[src/rtl/tetris_pkg.sv]
// tetris_pkg: board geometry, colour constants, line-clear FSM encoding and score table
package tetris_pkg;
  localparam int COLOR_W = 24;
  localparam int BOARD_ROWS = 20;
  localparam int BOARD_COLS = 10;
  localparam int ROW_AW = 5;
  localparam logic [COLOR_W-1:0] EMPTY_COLOR = '0;
  localparam logic [ROW_AW-1:0] LAST_ROW = ROW_AW'(BOARD_ROWS - 1);
  typedef enum logic [2:0] {IDLE, RD, WT, EV, WR, CLR, DN} clr_state_t;
  function automatic logic [10:0] line_score(input logic [2:0] n);
    return n == 3'd1 ? 11'd40 : n == 3'd2 ? 11'd100 : n == 3'd3 ? 11'd300 : n == 3'd4 ? 11'd1200 : 11'd0;
  endfunction
endpackage

[src/rtl/board_row_full.sv]
// board_row_full: flags a board row whose every column holds a non-empty colour
module board_row_full
  import tetris_pkg::*;
(
  input  logic [BOARD_COLS*COLOR_W-1:0] row,
  output logic                          full
);
  // AND-reduce the per-column occupancy
  always_comb begin
    full = 1'b1;
    for (int c = 0; c < BOARD_COLS; c++) full = full && (row[c*COLOR_W +: COLOR_W] != EMPTY_COLOR);
  end
endmodule

[src/rtl/board_line_clearer.sv]
// board_line_clearer: removes full rows, compacts the board downwards and blanks the vacated top rows (scoring via LINE_CLEAR_SCORE_EN)
module board_line_clearer
  import tetris_pkg::*;
(
  input  logic                          clk,
  input  logic                          rst,
  input  logic                          start,
  output logic                          busy,
  output logic                          done,
  output logic [2:0]                    lines_cleared,
  output logic [ROW_AW-1:0]             ram_row,
  input  logic [BOARD_COLS*COLOR_W-1:0] ram_rd_data,
  output logic [BOARD_COLS*COLOR_W-1:0] ram_wr_data,
  output logic [BOARD_COLS-1:0]         ram_we
`ifdef LINE_CLEAR_SCORE_EN
  ,
  output logic [10:0]                   score_add
`endif
);
  clr_state_t state, tail_state;
  logic [ROW_AW-1:0] src, dst, dst_n, tail_row;
  logic full, dec, borrow, copy;
  board_row_full u_full (.row(ram_rd_data), .full(full));
  // dst moves down whenever a surviving row is placed; borrow flags a step below row 0
  always_comb begin
    copy = state == EV && !full && src != dst;
    dec = state == WR || (state == EV && !full && src == dst);
    dst_n = dec ? dst - 1'b1 : dst;
    borrow = dec && dst == '0;
    tail_state = src == '0 ? (borrow ? DN : CLR) : RD;
    tail_row = src == '0 ? (borrow ? '0 : dst_n) : src - 1'b1;
  end
  // scan/compact/clear sequencer with registered RAM controls
  always_ff @(posedge clk) begin
    if (rst) begin
      state <= IDLE;
      busy <= 1'b0;
      done <= 1'b0;
      lines_cleared <= '0;
      ram_row <= '0;
      ram_wr_data <= '0;
      ram_we <= '0;
      src <= '0;
      dst <= '0;
`ifdef LINE_CLEAR_SCORE_EN
      score_add <= '0;
`endif
    end else begin
      case (state)
        IDLE: begin
          done <= 1'b0;
`ifdef LINE_CLEAR_SCORE_EN
          score_add <= '0;
`endif
          if (start) begin
            busy <= 1'b1;
            src <= LAST_ROW;
            dst <= LAST_ROW;
            ram_row <= LAST_ROW;
            lines_cleared <= '0;
            state <= RD;
          end
        end
        RD: state <= WT;
        WT: state <= EV;
        EV, WR: begin
          if (state == EV && full) lines_cleared <= lines_cleared == 3'd4 ? 3'd4 : lines_cleared + 3'd1;
          if (copy) begin
            ram_row <= dst;
            ram_wr_data <= ram_rd_data;
            ram_we <= '1;
            state <= WR;
          end else begin
            ram_row <= tail_row;
            ram_wr_data <= '0;
            ram_we <= tail_state == CLR ? '1 : '0;
            dst <= dst_n;
            src <= src == '0 ? src : src - 1'b1;
            state <= tail_state;
          end
        end
        CLR: begin
          if (dst == '0) begin
            ram_we <= '0;
            state <= DN;
          end else begin
            dst <= dst - 1'b1;
            ram_row <= dst - 1'b1;
          end
        end
        DN: begin
          done <= 1'b1;
          busy <= 1'b0;
`ifdef LINE_CLEAR_SCORE_EN
          score_add <= line_score(lines_cleared);
`endif
          state <= IDLE;
        end
        default: state <= IDLE;
      endcase
    end
  end
endmodule

[config.mk]
export PLATFORM = sky130hd
export DESIGN_NAME = board_line_clearer
export DESIGN_NICKNAME = d
export VERILOG_FILES = /design/src/rtl/tetris_pkg.sv /design/src/rtl/board_row_full.sv /design/src/rtl/board_line_clearer.sv
export SDC_FILE = /design/constraint.sdc
export NUM_CORES = 1
export LEC_CHECK = 0
export ABC_AREA = 1
export CORE_AREA = 2 2 197 199
export CTS_CLUSTER_SIZE = 12
export DETAILED_ROUTE_END_ITERATION = 12
export DIE_AREA = 0 0 199 201
export GPL_TIMING_DRIVEN = 0
export SYNTH_ARGS = -nofsm -noshare
export SYNTH_HDL_FRONTEND = slang
export SYNTH_SLANG_ARGS = --single-unit
[constraint.sdc]
create_clock -name clk -period 2.3 [get_ports clk]
set_input_delay 0.46 -clock clk [delete_from_list [all_inputs] [get_ports clk]]
set_output_delay 0.46 -clock clk [all_outputs]
set_load 0.02 [all_outputs]
==> flow_results.xml, run 1 <==
<?xml version="1.0" encoding="UTF-8"?>
<metrics>
  <group name="run_status">
    <metric name="run_status" unit="">finished, final reports clean</metric>
  </group>
  <group name="yosys">
    <metric name="synth.area.mux_share" unit="">0</metric>
    <metric name="average_footprint_of_a_synthesized_cell" unit="um^2">7.100</metric>
    <metric name="synth_seq_area_share" unit="">0.4920</metric>
    <metric name="syn_nets" unit="">1760</metric>
    <metric name="top_cells_by_area_in_the_synthesized_netlist" unit="">sky130_fd_sc_hd__dfxtp_1, sky130_fd_sc_hd__nand2_1, sky130_fd_sc_hd__a21oi_1</metric>
    <metric name="synth.ff_latch_count" unit="">264</metric>
    <metric name="synthCells" unit="">1513</metric>
    <metric name="synth-main-ff-cell" unit="">sky130_fd_sc_hd__dfxtp_1</metric>
    <metric name="synthSimpleGateAreaFrac" unit="">0.2925</metric>
    <metric name="synth-compound-area-share" unit="">0.1399</metric>
    <metric name="synth_largest_type_area_fraction" unit="">0.4920</metric>
    <metric name="number_of_flops_mapped_to_enable_cells_by_yosys" unit="">0</metric>
    <metric name="syn-cell-area" unit="um^2">10740</metric>
    <metric name="synthesis.yosys.warnings" unit="">0</metric>
    <metric name="synth.cells.most_frequent" unit="">sky130_fd_sc_hd__nand2_1, sky130_fd_sc_hd__dfxtp_1, sky130_fd_sc_hd__a21oi_1</metric>
    <metric name="synth-adder-area-share" unit="">0.004659</metric>
    <metric name="cell_taking_the_most_area_after_synthesis" unit="">sky130_fd_sc_hd__dfxtp_1</metric>
    <metric name="post_synth_xor_area_fraction" unit="">0.006523</metric>
    <metric name="largest_family_of_logic_cells_by_synthesized_area" unit="">simple AND/OR/NAND/NOR gates</metric>
    <metric name="synthDistinctLibCells" unit="">29</metric>
    <metric name="asyncSetResetFlopFracSynth" unit="">0</metric>
    <metric name="synth.most_common_cell" unit="">sky130_fd_sc_hd__nand2_1</metric>
  </group>
  <group name="global_routing">
    <metric name="grt_first_pass_wirelength" unit="um">66820</metric>
    <metric name="largest_net_degree_at_the_start_of_global_routing" unit="">15</metric>
    <metric name="first_global_vias" unit="">11653</metric>
    <metric name="grt_antenna_before_repair" unit="">3</metric>
    <metric name="grt_use_total" unit="">0.2169</metric>
    <metric name="grt_overflow_total" unit="">0</metric>
  </group>
  <group name="floorplan">
    <metric name="initial_utilization" unit="">0.2819</metric>
    <metric name="io_pins" unit="">503</metric>
    <metric name="chipWidth" unit="um">199</metric>
    <metric name="die_area" unit="um^2">40000</metric>
    <metric name="floorplan.core_area" unit="um^2">38110</metric>
    <metric name="chipHeight" unit="um">201</metric>
    <metric name="std_cell_rows" unit="">72</metric>
  </group>
  <group name="worst_setup_path">
    <metric name="cp_slowest_stage_delay" unit="ps">600</metric>
    <metric name="criticalPathCategory" unit="">reg2out</metric>
    <metric name="timing.critical_path.cells" unit="">buf_4, clkdlybuf4s50_1</metric>
    <metric name="path_max_fanout" unit="">11</metric>
    <metric name="cp_required" unit="ps">1840</metric>
    <metric name="start_kind" unit="">flip-flop</metric>
    <metric name="endpoint_kind" unit="">output port</metric>
    <metric name="slowest_stage" unit="">sky130_fd_sc_hd__clkdlybuf4s50_1</metric>
    <metric name="critPathBufInv" unit="">2</metric>
    <metric name="dominant_delay_contributor_by_cell_family_on_the_critical_path" unit="">buffers and inverters</metric>
    <metric name="arrival_time_of_the_worst_setup_path" unit="ps">1730</metric>
  </group>
  <group name="clocking">
    <metric name="clkSlewWorstSetupHoldPaths" unit="ps">60</metric>
    <metric name="cts_tree" unit="">built</metric>
    <metric name="clockRootBuffer" unit="">sky130_fd_sc_hd__clkbuf_16</metric>
    <metric name="ctsHoldBuffers" unit="">0</metric>
    <metric name="clk_path_buf_depth" unit="">3</metric>
    <metric name="tritoncts.num_buffers" unit="">30</metric>
    <metric name="cts-htree-levels" unit="">1</metric>
    <metric name="cts_num_sinks" unit="">264</metric>
    <metric name="clk-insertion-delay-late" unit="ps">570</metric>
  </group>
  <group name="sta">
    <metric name="setup_viol_count_final" unit="">0</metric>
    <metric name="finalWorstPathRequiredPeriod" unit="ps">2192</metric>
    <metric name="holdWs" unit="ps">253.9</metric>
    <metric name="fin_crit_sh" unit="">0.9528</metric>
    <metric name="timing.final.max_slew_violations" unit="">0</metric>
    <metric name="unrepaired_setup_endpoints_after_global_routing" unit="">true</metric>
    <metric name="fmax" unit="MHz">456.3</metric>
    <metric name="fin_ws" unit="ps">108.5</metric>
    <metric name="final_hold_vio_count" unit="">0</metric>
    <metric name="worst-slew-pin-transition" unit="ps">958.9</metric>
    <metric name="timing.clock.skew" unit="ps">19.44</metric>
    <metric name="max-slew-margin-rel" unit="">0.3608</metric>
  </group>
  <group name="placement">
    <metric name="dp.cells" unit="">2532</metric>
    <metric name="cell_area_placed" unit="um^2">16400</metric>
    <metric name="half_perimeter_wire_length_after_placement" unit="um">35640</metric>
    <metric name="preCtsSetupSlack" unit="ps">-945.0</metric>
    <metric name="port_buffers" unit="">501</metric>
    <metric name="gpl.final_weighted_congestion" unit="">0.8688</metric>
  </group>
  <group name="drt">
    <metric name="dr_total_vias" unit="">11864</metric>
    <metric name="wl_per_cell" unit="um">17.45</metric>
    <metric name="first_iter_violations" unit="">502</metric>
    <metric name="first_pass_iters" unit="">5</metric>
    <metric name="drt_wl_total" unit="um">45150</metric>
    <metric name="routed_via_density" unit="">4.584</metric>
    <metric name="drt.antenna.violating_nets" unit="">0</metric>
    <metric name="drc" unit="">0</metric>
  </group>
  <group name="finish">
    <metric name="fill_cells" unit="">3832</metric>
    <metric name="stdcell_area" unit="um^2">17560</metric>
    <metric name="fin_nets" unit="">2293</metric>
    <metric name="area.sequential" unit="um^2">5286</metric>
    <metric name="area.growth.synth_to_final" unit="%">63.51</metric>
    <metric name="postLayoutCoreUtil" unit="">0.4609</metric>
    <metric name="multi_input_gate_area_in_the_final_layout" unit="um^2">4828</metric>
    <metric name="final_cell_count_without_fillers" unit="">2588</metric>
    <metric name="layout-drive-gt1-share" unit="">0.06477</metric>
  </group>
  <group name="power_and_ir_drop">
    <metric name="power.leakage" unit="nW">6.128</metric>
    <metric name="ir_drop" unit="uV">540.3</metric>
    <metric name="p_per_area" unit="nW/um^2">665.2</metric>
  </group>
  <group name="job">
    <metric name="cap_violations" unit="">0</metric>
  </group>
  <group name="min_path">
    <metric name="worstHoldPathType" unit="">in2reg</metric>
  </group>
</metrics>
[final timing paths]
kind                            cells after the start                to              from  slack, ps
worst max-delay path                                2         ram_we[6]         ram_we[8]        110
worst min-delay path                                3  ram_wr_data[143]  ram_rd_data[143]        250
worst max register to register                      8  ram_wr_data[231]          state[0]        170
worst min register to register                      2  ram_wr_data[169]  ram_wr_data[169]        460
[worst reg2reg max path, cell delays in order, from the launching register on]
cell	delay, ps
sky130_fd_sc_hd__dfxtp_1	410
sky130_fd_sc_hd__nor2_1	100
sky130_fd_sc_hd__nand2_1	260
sky130_fd_sc_hd__nand2_2	160
sky130_fd_sc_hd__inv_2	280
sky130_fd_sc_hd__buf_4	300
sky130_fd_sc_hd__clkbuf_2	310
sky130_fd_sc_hd__nand2_1	80
sky130_fd_sc_hd__a21oi_1	140
[cell families (layout without fill, tap and decap cells)]
| group | after synthesis | after routing |
|---|---|---|
| AO/OA/AOI/OAI | 297 | 297 |
| AND/OR/NAND/NOR | 807 | 807 |
| other | 0 | 1 |
| adder cells (fa/ha/maj) | 4 | 4 |
| flip-flops | 264 | 264 |
| XOR/XNOR | 8 | 8 |
| buffers and inverters | 133 | 689 |
[sequential cells by signal, summed over array words and instances, names as in the netlist]
signal	count
state	3
done	1
dst	5
busy	1
ram_row	5
src	5
ram_wr_data	240
ram_we	1
lines_cleared	3
[through the flow]
stage | power [mW] | TNS (ps)
global route | 12.18 | -223.1
CTS | 11.82 | 0
floorplan | 5.761 | 0
finish | 11.68 | 0
detailed placement | 6.690 | -203300
global placement | 6.687 | -196690
[layout make-up]
cell class                      count  area share
Clock buffer                       44     0.05037
Clock inverter                     11    0.009119
Inverter                           40    0.008976
Tap cell                          518     0.03690
Antenna cell                        1   0.0001425
Timing Repair Buffer              501      0.2857
Multi-Input combinational cell   1116      0.2749
Buffer                             93     0.03291
Sequential cell                   264      0.3010
[layout by cell type (no fill, tap or decap), types with 2 or more instances in the layout]
cell type                           n
sky130_fd_sc_hd__nand2_1          596
sky130_fd_sc_hd__nand2_2            4
sky130_fd_sc_hd__a31oi_1            4
sky130_fd_sc_hd__clkbuf_2          14
sky130_fd_sc_hd__clkbuf_1          45
sky130_fd_sc_hd__clkbuf_8           6
sky130_fd_sc_hd__nand3_2            5
sky130_fd_sc_hd__a21oi_1          260
sky130_fd_sc_hd__nand4_1            3
sky130_fd_sc_hd__clkbuf_16         31
sky130_fd_sc_hd__or2_2              2
sky130_fd_sc_hd__xnor2_1            2
sky130_fd_sc_hd__buf_6             16
sky130_fd_sc_hd__xor2_1             6
sky130_fd_sc_hd__nand3_1           24
sky130_fd_sc_hd__o21ai_1            3
sky130_fd_sc_hd__nor2_1           158
sky130_fd_sc_hd__nor3_1             2
sky130_fd_sc_hd__a211oi_1           3
sky130_fd_sc_hd__ha_1               4
sky130_fd_sc_hd__nor2_2             6
sky130_fd_sc_hd__nor2_4             2
sky130_fd_sc_hd__bufinv_16          4
sky130_fd_sc_hd__dfxtp_1          263
sky130_fd_sc_hd__buf_2              9
sky130_fd_sc_hd__clkinvlp_4         2
sky130_fd_sc_hd__clkinv_2           5
sky130_fd_sc_hd__inv_2              4
sky130_fd_sc_hd__o21ai_0           25
sky130_fd_sc_hd__buf_4             14
sky130_fd_sc_hd__clkdlybuf4s50_1  500
sky130_fd_sc_hd__inv_1             35
[metal layers]
metal / routed length (um) / share of wire / GRT usage
met1: 16810 / 0.37 / 0.2318
met2: 22750 / 0.50 / 0.3971
met3: 4475 / 0.099 / 0.07779
met4: 1088 / 0.024 / 0.06157
met5: 25 / 0.00055 / 0
[report_power, final]
group          total [mW]  switching [mW]  internal (mW)
registers            4.77           0.107           4.66
logic                1.84            1.04          0.800
clock network        5.07            1.97           3.10
[timing repair]
action                     CTS  global route
setup buffers                0             0
pin swaps                    1             1
cloned                       0             0
resized for setup           10            42
setup endpoints to repair  258           198
hold endpoints to repair     0             0
Power figures use the tool's default switching activity.
==> inputs of run 2 (changes only) <==
- PLACE_DENSITY: default -> 0.61
==> flow_results.xml, run 2 (same netlist as run 1, synthesis figures left out) <==
<?xml version="1.0" encoding="UTF-8"?>
<metrics>
  <group name="power_and_ir_drop">
    <metric name="fin_total_pwr" unit="mW">11.68</metric>
    <metric name="cell_internal_pwr" unit="mW">8.599</metric>
    <metric name="pwr-share-comb" unit="">0.159</metric>
    <metric name="netsw" unit="mW">3.082</metric>
    <metric name="clock_power_share" unit="">0.432</metric>
    <metric name="ir_drop" unit="uV">481.6</metric>
    <metric name="p_per_area" unit="nW/um^2">663.4</metric>
    <metric name="netSwitchingFraction" unit="">0.2639</metric>
    <metric name="power.leakage" unit="nW">6.162</metric>
    <metric name="power.share.sequential" unit="">0.408</metric>
  </group>
  <group name="sta">
    <metric name="max-slew-margin-rel" unit="">0.3753</metric>
    <metric name="timing.clock.skew" unit="ps">11.28</metric>
    <metric name="unrepaired_setup_endpoints_after_global_routing" unit="">true</metric>
    <metric name="finalWorstPathRequiredPeriod" unit="ps">2185</metric>
    <metric name="worst-slew-pin-transition" unit="ps">937.0</metric>
    <metric name="fin_tns_setup" unit="ps">0</metric>
    <metric name="final_hold_vio_count" unit="">0</metric>
    <metric name="timing.final.max_slew_violations" unit="">0</metric>
    <metric name="fmax" unit="MHz">457.6</metric>
    <metric name="setup_viol_count_final" unit="">0</metric>
    <metric name="fin_crit_sh" unit="">0.9501</metric>
  </group>
  <group name="min_path">
    <metric name="worst_hold_path.num_cells" unit="">3</metric>
    <metric name="worstHoldPathType" unit="">in2reg</metric>
    <metric name="worstHoldStart" unit="">ram_rd_data[139]</metric>
    <metric name="timing.hold.worst_endpoint" unit="">ram_wr_data[139]</metric>
  </group>
  <group name="finish">
    <metric name="area.growth.synth_to_final" unit="%">63.91</metric>
    <metric name="layout.cells.most_common" unit="">sky130_fd_sc_hd__nand2_1</metric>
    <metric name="most-common-layout-cells" unit="">sky130_fd_sc_hd__nand2_1, sky130_fd_sc_hd__clkdlybuf4s50_1, sky130_fd_sc_hd__dfxtp_1, sky130_fd_sc_hd__a21oi_1, sky130_fd_sc_hd__nor2_1</metric>
    <metric name="largest-register" unit="">ram_wr_data</metric>
    <metric name="layout-drive-gt1-share" unit="">0.06528</metric>
    <metric name="number_of_flip_flops_under_the_largest_register_name" unit="">240</metric>
    <metric name="final_cell_count_without_fillers" unit="">2587</metric>
    <metric name="fin_nets" unit="">2295</metric>
  </group>
  <group name="drt">
    <metric name="first_pass_iters" unit="">5</metric>
    <metric name="drc" unit="">0</metric>
    <metric name="drt_wl_total" unit="um">44810</metric>
    <metric name="first_iter_violations" unit="">525</metric>
    <metric name="dr_total_vias" unit="">11770</metric>
    <metric name="drt.antenna.violating_nets" unit="">0</metric>
    <metric name="wl_per_cell" unit="um">17.32</metric>
    <metric name="routed_via_density" unit="">4.550</metric>
  </group>
  <group name="floorplan">
    <metric name="initial_utilization" unit="">0.2819</metric>
    <metric name="io_pins" unit="">503</metric>
    <metric name="die_area" unit="um^2">40000</metric>
    <metric name="floorplan.core_area" unit="um^2">38110</metric>
    <metric name="chipHeight" unit="um">201</metric>
    <metric name="std_cell_rows" unit="">72</metric>
    <metric name="chipWidth" unit="um">199</metric>
  </group>
  <group name="worst_setup_path">
    <metric name="criticalPathCategory" unit="">reg2out</metric>
    <metric name="endpoint_kind" unit="">output port</metric>
    <metric name="start_kind" unit="">flip-flop</metric>
    <metric name="arrival_time_of_the_worst_setup_path" unit="ps">1730</metric>
    <metric name="cp_required" unit="ps">1840</metric>
    <metric name="rr_startpoint" unit="">dst[0]</metric>
    <metric name="rrSetupSlack" unit="ps">200</metric>
    <metric name="rr_worst_depth" unit="">11</metric>
    <metric name="reg2reg_to" unit="">dst[2]</metric>
    <metric name="path_max_fanout" unit="">11</metric>
  </group>
  <group name="placement">
    <metric name="half_perimeter_wire_length_after_placement" unit="um">35580</metric>
    <metric name="gpl.final_weighted_congestion" unit="">0.9024</metric>
    <metric name="dp.cells" unit="">2532</metric>
    <metric name="port_buffers" unit="">501</metric>
  </group>
  <group name="clocking">
    <metric name="cts_tree" unit="">built</metric>
    <metric name="clk_path_buf_depth" unit="">3</metric>
    <metric name="ctsHoldBuffers" unit="">0</metric>
    <metric name="tritoncts.num_buffers" unit="">31</metric>
    <metric name="clk-insertion-delay-late" unit="ps">570</metric>
    <metric name="clkSlewWorstSetupHoldPaths" unit="ps">60</metric>
    <metric name="cts-htree-levels" unit="">1</metric>
    <metric name="cts_num_sinks" unit="">264</metric>
    <metric name="clockRootBuffer" unit="">sky130_fd_sc_hd__clkbuf_16</metric>
  </group>
  <group name="global_routing">
    <metric name="grt_use_total" unit="">0.2153</metric>
    <metric name="first_global_vias" unit="">11537</metric>
    <metric name="largest_net_degree_at_the_start_of_global_routing" unit="">16</metric>
    <metric name="grt_antenna_before_repair" unit="">4</metric>
    <metric name="grt_overflow_total" unit="">0</metric>
    <metric name="grt_first_pass_wirelength" unit="um">65890</metric>
  </group>
  <group name="job">
    <metric name="cap_violations" unit="">0</metric>
  </group>
  <group name="run_status">
    <metric name="run_status" unit="">finished, final reports clean</metric>
  </group>
</metrics>
-- run 2: timing repair --
| item | in CTS | in global routing |
|---|---|---|
| setup buffers | 0 | 1 |
| pin swaps | 0 | 2 |
| endpoints found under the setup margin | 260 | 246 |
| gates resized for setup | 13 | 50 |
-- run 2: power by group through the flow --
stage               logic (mW)  clock network (mW)  registers (mW)
detailed placement        1.82                   0            4.87
global route              2.06                5.37            4.78
CTS                       1.84                5.20            4.77
global placement          1.81                   0            4.87
floorplan                0.874                   0            4.89
finish                    1.86                5.05            4.77
-- run 2: final cells by class --
cell class                      instances  area (um^2)
Fill cell                            3897        20500
Inverter                               40        157.7
Timing Repair Buffer                  502         5030
Clock inverter                          7        138.9
Sequential cell                       264         5286
Multi-Input combinational cell       1116         4855
Buffer                                 93        586.8
Tap cell                              518        648.1
Antenna cell                            1        2.502
Clock buffer                           46        902.1
-- run 2: stage by stage --
stage	util	worst slack, ps	hold slack, ps	area [um^2]
after floorplan	-	574.4	470.1	10740
after global placement	0.4305	-886.2	450.8	16400
after detailed placement	0.4305	-935.7	454.4	16400
after CTS	0.4591	-1.268	439.8	17500
after global routing	0.4620	-23.34	247.5	17600
final	0.4620	114.7	230.2	17610
-- run 2: worst max path at each step --
stage                           from               end  slack [ps]
floorplan           ram_rd_data[231]   ram_wr_data[10]         570
global placement    ram_rd_data[140]  ram_wr_data[229]        -890
detailed placement  ram_rd_data[140]  ram_wr_data[229]        -940
CTS                 ram_rd_data[168]        ram_row[3]          -1
global route         ram_rd_data[72]        ram_row[3]         -20
finish                     ram_we[8]         ram_we[2]         110
-- run 2: critical path, cell delays in order, from the launching register on --
cell,delay [ps]
sky130_fd_sc_hd__dfxtp_2,420
sky130_fd_sc_hd__buf_4,130
sky130_fd_sc_hd__clkdlybuf4s50_1,600
-- run 2: routing by layer --
layer  track usage  wire length (um)
met1        0.2291             16810
met2        0.3815             21660
met3       0.08048              4353
met4       0.08609              1951
met5             0                26
==> RTL edit: new RTL, flow settings as in run 1 <==
Re-encode `clr_state_t` (7 states) as one-hot, 7 bits wide.
--- a/src/rtl/tetris_pkg.sv
+++ b/src/rtl/tetris_pkg.sv
@@ -6,7 +6,7 @@
   localparam int ROW_AW = 5;
   localparam logic [COLOR_W-1:0] EMPTY_COLOR = '0;
   localparam logic [ROW_AW-1:0] LAST_ROW = ROW_AW'(BOARD_ROWS - 1);
-  typedef enum logic [2:0] {IDLE, RD, WT, EV, WR, CLR, DN} clr_state_t;
+  typedef enum logic [6:0] {IDLE = 7'b0000001, RD = 7'b0000010, WT = 7'b0000100, EV = 7'b0001000, WR = 7'b0010000, CLR = 7'b0100000, DN = 7'b1000000} clr_state_t;
   function automatic logic [10:0] line_score(input logic [2:0] n);
     return n == 3'd1 ? 11'd40 : n == 3'd2 ? 11'd100 : n == 3'd3 ? 11'd300 : n == 3'd4 ? 11'd1200 : 11'd0;
   endfunction
Function: no difference found for any inputs over 4 cycles, from zero or initial values and one cycle with rst high; so few cycles prove little.
==> RTL edit against run 1 <==
  * Final area rose by 6.3%
  * Clock skew down 0.0044 ns
  * Count of clock-buffer cells in the layout is 9 higher
  * First-iteration DRC count fell by 9.8%
  * Worst setup slack better by 0.023 ns
  * Area after synthesis rose by 9.4%
  * Die area unchanged
  * Sequential cell count up 4
  * Non-clock buffer count increased by 6
  * Wire length increased by 2.9%
  * Power fell by 0.85%
  * Maximum frequency increased by 1.0%
  * Critical endpoint is now ram_we[4]
  * Largest cell class unchanged
  * Highest routed layer is now met4
==> RTL edit: results (changes against run 1) <==
Cells on Worst Hold Path - 3 (unchanged)
Synth warnings - 0 (unchanged)
Synth area leaders - dfxtp_1 46%, nand2_1 16%, a21oi_2 7.5%
Fill cells - 3724 (-2.8%)
register area share after synthesis - 45.68% (-3.5 points)
slew margin rel. - 44.97% (+8.9 points)
Overall Global Routing Usage - 23.11% (+1.4 points)
Synth Area in XOR/XNOR - 0.6711% (+0.019 points)
syn_nets - 1782 (+1.3%)
proportion of synthesized area in mux cells - 0% (unchanged)
Commonest cells post-synth - 486 x nand2_1, 268 x dfxtp_1, 175 x nor2_1
CP max-delay cell - clkdlybuf4s50_1
largest net degree at the start of global routing - 12 (-3)
status - completed
Iteration-0 DRC Markers - 453 (-9.8%)
worst skew pair latency - 0.53 ns (-0.04 ns)
Max clock buf depth - 3 (unchanged)
H-Tree Depth - 2 (+1)
CTS Buf Count - 34 (+13%)
Worst Hold Launch - ram_rd_data[215]
share of layout cells above drive strength 1 - 16.85% (+10 points)
dpl hpwl - 36.62 mm (+2.7%)
Synth Area in Compound Gates - 15.95% (+2.0 points)
first-pass GRT wire length - 71.13 mm (+6.4%)
vias in the first global route - 12167 (+4.4%)
synth unique cells - 41 (+41%)
drt via density - 4.613 (+0.62%)
NumNets Final - 2324 (+1.4%)
initial antenna violation count - 4 (+1)
Leak - 6.334 nW (+3.4%)
Worst EP arrival - 1.71 ns (-0.02 ns)
drt first pass iters - 5 (unchanged)
clock skew - 0.01506 ns (-0.004384 ns)
final wirelength - 46.46 mm (+2.9%)
post-synthesis adder-cell area fraction - 0.4261% (-0.040 points)
Critical path origin - ram_we[8]$_SDFFE_PP0P_
gpl congestion - 0.9288 (+6.9%)
Worst Hold Class - in2reg
CTS clk-pin slew, worst paths - 0.06 ns (about the same)
Reg2Reg Depth - 9 (+1)
Slowest Stage Delay on Critical Path - 0.60 ns (about the same)
CTS Root Buffer Type - clkbuf_16
crit-path max FO - 11 (unchanged)
Port Buffers - 502 (+0.20%)
DP Area - 17420 µm² (+6.2%)
reg-to-reg critical path startpoint - state[6]$_SDFFE_PP0P_
Worst VDD drop - 460.2 µV (-15%)
largest registers - ram_wr_data (240), state (7)
Async SR Flop Fraction - 0% (unchanged)
==> RTL edit: final timing paths <==
kind	slack, ns	endpoint
min reg2reg	0.46	ram_wr_data[65]$_SDFFE_PP0N_
max reg2reg	0.22	ram_wr_data[63]$_SDFFE_PP0N_
min	0.27	ram_wr_data[215]$_SDFFE_PP0N_
max	0.13	ram_we[4]
==> RTL edit: metal layers <==
metal / part of all wire [%] / GRT usage [%] / vias up
li1: - / - / 5986
met1: 42 / 27.85 / 5701
met2: 49 / 39.81 / 352
met3: 6.7 / 6.099 / 60
met4: 2.1 / 7.356 / 0
met5: 0 / 0 / -
==> RTL edit: cells by family (layout without fill, tap and decap cells) <==
logic type,Yosys count,count (layout)
AND/OR/NAND/NOR,818,818
flip-flops,268,268
XOR/XNOR,9,9
adder cells (fa/ha/maj),4,4
other,0,4
AO/OA/AOI/OAI,296,296
buffers and inverters,140,706
==> RTL edit: final cells by class <==
class	instances	area share (%)
antenna	4	0.05360
multi-input combinational	1127	29.95
clock inverter	7	0.2345
sequential	268	28.74
timing repair buffer	506	27.15
inverter	46	0.9916
buffer	94	3.779
clock buffer	53	5.641
tap	518	3.470
==> RTL edit: repair_timing <==
action,4_1_cts,5_1_grt
hold buffers,0,0
buffers inserted,4,0
endpoints found under the setup margin,266,217
gates resized for setup,8,22
hold endpoints to repair,0,0
pin swaps,0,2
==> RTL edit: worst max-delay path: cells and delay by family (launching register included) <==
family / cells / cell delay [ns]
buffers and inverters: 2 / 0.74
DFF: 1 / 0.45
==> RTL edit: stage by stage <==
| stage | cells | hold slack [ns] | worst slack, ns | util [%] |
|---|---|---|---|---|
| final | 2623 | 0.2741 | 0.1312 | 49.01 |
| after global placement | 2555 | 0.4516 | -0.8477 | 45.71 |
| after CTS | 2619 | 0.4637 | 0.005631 | 48.79 |
| after global routing | 2622 | 0.2845 | 0.007646 | 49.00 |
| after detailed placement | 2555 | 0.4549 | -0.8882 | 45.71 |
| after floorplan | 1535 | 0.4530 | 0.5495 | - |
==> RTL edit: report_power, final <==
part / leakage, nW / total (mW) / switching (mW) / internal [mW]
Combinational: 3.63 / 1.54 / 0.836 / 0.709
Sequential: 2.16 / 4.81 / 0.0828 / 4.73
Clock: 0.539 / 5.23 / 2.08 / 3.15
